`src/rtl/mult_pkg.sv`:
```
// Shared definitions for the sequential shift-add multiplier: FSM states and
// default sizing constants.
package mult_pkg;

  localparam int WIDTH_DEF = 16;
  localparam int CNT_W_DEF = $clog2(WIDTH_DEF) + 1;

  typedef enum logic [1:0] {
    OCIOSO  = 2'd0,
    CALCULA = 2'd1,
    FIM     = 2'd2
  } state_t;

  function automatic int cnt_width(input int width);
    return $clog2(width) + 1;
  endfunction

endpackage

```
`src/rtl/multiplicador_seq.sv`:
```
// Shift-add multiplier, one partial product per clock; product held until the
// next completion. Define MULT_SIGNED_EN for two's-complement operands.
//
// state   | meaning
// OCIOSO  | idle, waiting for inicio
// CALCULA | one add/shift iteration per edge, WIDTH iterations
// FIM     | product just written, pronto high for one cycle
module multiplicador_seq
  import mult_pkg::*;
#(
  parameter int WIDTH = WIDTH_DEF
) (
  input  logic             clock,
  input  logic             reset,
  input  logic             inicio,
  input  logic [WIDTH-1:0] operando1,
  input  logic [WIDTH-1:0] operando2,
  output logic [WIDTH-1:0] res_low,
  output logic [WIDTH-1:0] res_high,
  output logic             ocupado,
  output logic             pronto
);

  localparam int CNT_W = cnt_width(WIDTH);

  state_t               r_state;
  state_t               w_state_nxt;
  logic [WIDTH-1:0]     r_mcand;
  logic [WIDTH-1:0]     r_mult;
  logic [WIDTH:0]       r_acc;
  logic [CNT_W-1:0]     r_cnt;
  logic [2*WIDTH-1:0]   r_res;
  logic                 r_ocupado;
  logic                 r_pronto;

  logic                 w_start;
  logic                 w_last;
  logic [WIDTH:0]       w_sum;
  logic [2*WIDTH-1:0]   w_prod;
  logic [2*WIDTH-1:0]   w_res;
  logic [WIDTH-1:0]     w_mag1;
  logic [WIDTH-1:0]     w_mag2;
  logic                 w_ocupado_nxt;
  logic                 w_pronto_nxt;
  logic                 w_load_res;

  assign w_start = (r_state == OCIOSO) && inicio;
  assign w_last  = (r_cnt == CNT_W'(WIDTH - 1));
  assign w_sum   = r_acc + (r_mult[0] ? {1'b0, r_mcand} : '0);
  // Final iteration's shifted pair, so the product is ready on the FIM edge
  assign w_prod  = {w_sum, r_mult[WIDTH-1:1]};

`ifdef MULT_SIGNED_EN
  logic r_neg;

  // Magnitude of the most-negative value is exact when read as unsigned
  assign w_mag1 = operando1[WIDTH-1] ? (~operando1 + WIDTH'(1)) : operando1;
  assign w_mag2 = operando2[WIDTH-1] ? (~operando2 + WIDTH'(1)) : operando2;
  assign w_res  = r_neg ? (~w_prod + (2*WIDTH)'(1)) : w_prod;

  always_ff @(posedge clock or posedge reset) begin
    if (reset) begin
      r_neg <= 1'b0;
    end else if (w_start) begin
      r_neg <= operando1[WIDTH-1] ^ operando2[WIDTH-1];
    end
  end
`else
  assign w_mag1 = operando1;
  assign w_mag2 = operando2;
  assign w_res  = w_prod;
`endif

  always_ff @(posedge clock or posedge reset) begin
    if (reset) begin
      r_state <= OCIOSO;
    end else begin
      r_state <= w_state_nxt;
    end
  end

  always_comb begin
    w_state_nxt = r_state;
    case (r_state)
      OCIOSO:  if (inicio) w_state_nxt = CALCULA;
      CALCULA: if (w_last) w_state_nxt = FIM;
      FIM:     w_state_nxt = OCIOSO;
      default: w_state_nxt = OCIOSO;
    endcase
  end

  always_comb begin
    w_ocupado_nxt = (w_state_nxt == CALCULA);
    w_pronto_nxt  = (w_state_nxt == FIM);
    w_load_res    = (r_state == CALCULA) && w_last;
  end

  always_ff @(posedge clock or posedge reset) begin
    if (reset) begin
      r_mcand <= '0;
      r_mult  <= '0;
      r_acc   <= '0;
      r_cnt   <= '0;
    end else if (w_start) begin
      r_mcand <= w_mag1;
      r_mult  <= w_mag2;
      r_acc   <= '0;
      r_cnt   <= '0;
    end else if (r_state == CALCULA) begin
      r_acc   <= {1'b0, w_sum[WIDTH:1]};
      r_mult  <= {w_sum[0], r_mult[WIDTH-1:1]};
      r_cnt   <= r_cnt + CNT_W'(1);
    end
  end

  always_ff @(posedge clock or posedge reset) begin
    if (reset) begin
      r_res     <= '0;
      r_ocupado <= 1'b0;
      r_pronto  <= 1'b0;
    end else begin
      r_ocupado <= w_ocupado_nxt;
      r_pronto  <= w_pronto_nxt;
      if (w_load_res) r_res <= w_res;
    end
  end

  assign res_low  = r_res[WIDTH-1:0];
  assign res_high = r_res[2*WIDTH-1:WIDTH];
  assign ocupado  = r_ocupado;
  assign pronto   = r_pronto;

endmodule

```
`config.mk`:
```
export PLATFORM = sky130hd
export DESIGN_NAME = multiplicador_seq
export DESIGN_NICKNAME = d
export VERILOG_FILES = /design/src/rtl/mult_pkg.sv /design/src/rtl/multiplicador_seq.sv
export SDC_FILE = /design/constraint.sdc
export NUM_CORES = 1
export LEC_CHECK = 0
export CORE_UTILIZATION = 54
export DETAILED_ROUTE_END_ITERATION = 8
export PLACE_DENSITY = 0.91
export SLEW_MARGIN = 20
export SYNTH_ARGS = -nofsm -noshare
export SYNTH_HDL_FRONTEND = slang
export SYNTH_SLANG_ARGS = --single-unit
```
`constraint.sdc`:
```
create_clock -name clock -period 3.4 [get_ports clock]
set_input_delay 0.51 -clock clock [delete_from_list [all_inputs] [get_ports clock]]
set_output_delay 0.51 -clock clock [all_outputs]
set_load 0.005 [all_outputs]
```
==> results.cfg <==
[outcome]
status = finished clean

[detailed_routing]
dr_total_vias = 3763
ant_nets = 0
detail_route.wirelength_um = 10500
route.detailed.drc = 0
via_per_inst = 5.96
drt_iter0_drc = 297
post_drt_wl_per_cell_um = 16.6
drt_first_pass_iters = 7

[yosys]
synth_edf_count = 0
seq_area_frac_synth_pct = 49.6
yosys_register_bits = 89
synth.area.top_cells = dfrtp_1, nand2_1, ha_1
synthDistinctLibCells = 60
postSynthCellCount = 461
synth_warnings = 0
syn-num-nets = 515
synth_top_cell_by_area = dfrtp_1
synth_async_sr_flop_share_pct = 100
synth-main-ff-cell = dfrtp_1
synthDominantCellAreaShare_pct = 49.6
synthesis.area_per_instance_sq_um = 9.74
syn_area_sq_um = 4490

[run]
drv.max_cap_violation_count = 0

[final_layout]
design_area_sq_um = 5510
final_layout_size_suffix_gt1_share_pct = 11.0
n_fill_cell = 547
layout-area-overhead-vs-synth_pct = 22.8
layout.nets = 579
antenna-diode-count = 0

[power]
static-leakage-power_nw = 2.43
vdd_ir_drop_max_uv = 371
power_density_nw_per_um2 = 976

[sta]
finalMaxSlewViolations = 0
tns_ns = 0
worstMarginPinSlew_ns = 0.800
rsz0062_at_grt = no
post_route_clock_skew_ns = 0.0145
max_freq_mhz = 381
hold_viol_final = 0
fin_crit_sh_pct = 77.3
min_period_ns = 2.63
setup_viol = 0
slew_headroom_pct = 46.6

[worst_setup_path]
timing_worst_setup_path_type = register to register
cp_data_required_time_ns = 3.65
cp_max_fo = 10
cp-end-kind = register
setup.worst_path.start_class = register
critical_path_arrival_ns = 2.88

[global_routing]
grt_util_all_layers_pct = 25.8
grt_max_degree = 47
grt-ovfl-total = 0
grt_pass1_wl_um = 17400
initial_antenna_violation_count = 0
first_global_vias = 3695

[placed_design]
gp_congestion = 0.980
hpwl_um = 7420
detailed_place.area_sq_um = 5300
port-buffer-count = 68

[hold_path]
timing.hold.worst.class = register to register

[clock_network]
htree_num_levels = 3
clk-insertion-delay-late_ns = 0.36
ctsHoldBuffers = 0
clock_sink_count = 89
cts_inserted_buffers = 9
postCtsSetupRepairBufs = 0
clockRootBuffer = clkbuf_8
cts.repair.resized = 0
clk_pin_slew_worst_paths_ns = 0.09
cts_tree = built
cts.path.max_buffers = 2

[floorplan]
die_w_um = 93.2
rows = 32
die_height_um = 93.2
io_pins = 69
initial_core_util_pct = 56.9
design.core.area_sq_um = 7890
die_outline_area_sq_um = 8680
[cell type report]
class | count | area, sq um | share of cell area (%)
flip-flops and latches | 89 | 2230 | 40.4
multi-input cells | 341 | 2150 | 38.9
repair buffers | 79 | 776 | 14.1
well taps | 102 | 128 | 2.32
clock buffers | 9 | 124 | 2.25
clock inverters | 6 | 92.6 | 1.68
inverters | 5 | 20.0 | 0.363
[state kept, by name, summed over array words and instances (netlist names)]
| register | count |
|---|---|
| ocupado | 1 |
| pronto | 1 |
| r_acc | 16 |
| r_cnt | 5 |
| r_mcand | 16 |
| r_mult | 16 |
| r_res | 32 |
| r_state | 2 |
[cells in the final DEF (no fill, tap or decap), types with 3 or more instances in the layout]
cell / instances
o211ai_1: 3
o21ai_1: 5
nor2b_1: 4
ha_1: 18
inv_1: 3
clkdlybuf4s50_1: 68
a21oi_1: 11
a21o_1: 6
nand3_1: 11
o21bai_1: 5
o31ai_1: 4
a22oi_1: 18
o21a_1: 4
o21ai_0: 42
dfrtp_1: 89
mux2_2: 16
and3_1: 3
nand2_1: 97
nor2_1: 10
xor2_1: 5
nand4_1: 3
clkbuf_8: 9
nor3_1: 8
buf_4: 10
nand2b_1: 5
and2_1: 19
or3_1: 4
[metrics by stage]
| step | setup slack (ns) | hold slack [ns] | utilization (%) | std cells | power [W] |
|---|---|---|---|---|---|
| floorplan | 0.583 | 0.450 | - | 461 | 0.00358 |
| global route | 0.644 | 0.496 | 69.9 | 631 | 0.00577 |
| detailed placement | 0.796 | 0.461 | 67.1 | 616 | 0.00456 |
| finish | 0.773 | 0.480 | 69.9 | 631 | 0.00538 |
| global placement | 0.830 | 0.462 | 67.1 | 616 | 0.00442 |
| CTS | 0.781 | 0.484 | 69.9 | 631 | 0.00538 |
[cell usage after synthesis (all sizes together) (2+ instances only)]
cell    instances
clkbuf         17
o21a            4
o31ai           4
inv             4
o21ai          48
nand3          11
and2           19
a221oi          2
a21oi          12
buf             9
and3            4
mux2           16
nor2b           4
a22o            2
dfrtp          89
a22oi          18
nor3            9
a211oi          3
xor2            5
a21o            7
ha             18
or4             2
or3             6
o211ai          3
nand2b          5
a31o            2
nand2          97
xnor2           2
o21bai          6
nand4           3
nor2           10
a32o            2
and4            2
[critical path, cell delays in order, from the launching register on]
cell,delay (ns)
dfrtp_1,0.45
and2_1,0.17
ha_1,0.20
fa_1,0.44
a211oi_2,0.30
o21ai_2,0.13
and4_4,0.22
or3_1,0.36
a32o_2,0.27
[power by group]
group / internal (W) / switching, W
logic: 0.00130 / 0.00134
clock network: 0.000414 / 0.000380
registers: 0.00159 / 0.000366
total: 0.00330 / 0.00208
[final timing paths]
kind                            from          to  slack, ns  depth (start not counted)
max in group asynchronous      reset    r_cnt[2]       2.13                          3
min                        r_res[10]   r_res[10]       0.48                          2
min in group asynchronous      reset  r_mcand[0]       0.60                          2
max reg2reg                r_mult[0]   r_acc[11]       0.77                          8
min reg2reg                r_res[10]   r_res[10]       0.48                          2
max                        r_mult[0]   r_acc[11]       0.77                          8
[cells by family (layout without fill, tap and decap cells)]
| family | count (synthesis) | count (layout) | synth area share (%) |
|---|---|---|---|
| AND/OR/NAND/NOR | 176 | 176 | 18.5 |
| flip-flops | 89 | 89 | 49.6 |
| multiplexers | 17 | 17 | 4.24 |
| XOR/XNOR | 7 | 7 | 1.37 |
| buffers and inverters | 31 | 99 | 2.76 |
| adder cells (fa/ha/maj) | 19 | 19 | 5.46 |
| AO/OA/AOI/OAI | 122 | 122 | 18.0 |
[per-layer routing]
metal | up-vias | track usage (%) | wire length, um
li1 | 1758 | - | -
met5 | - | 0 | 0
met1 | 1821 | 33.8 | 4510
met4 | 0 | 11.0 | 324
met2 | 153 | 42.6 | 5030
met3 | 31 | 3.90 | 600
No activity file was read; power rests on OpenSTA's default activity.
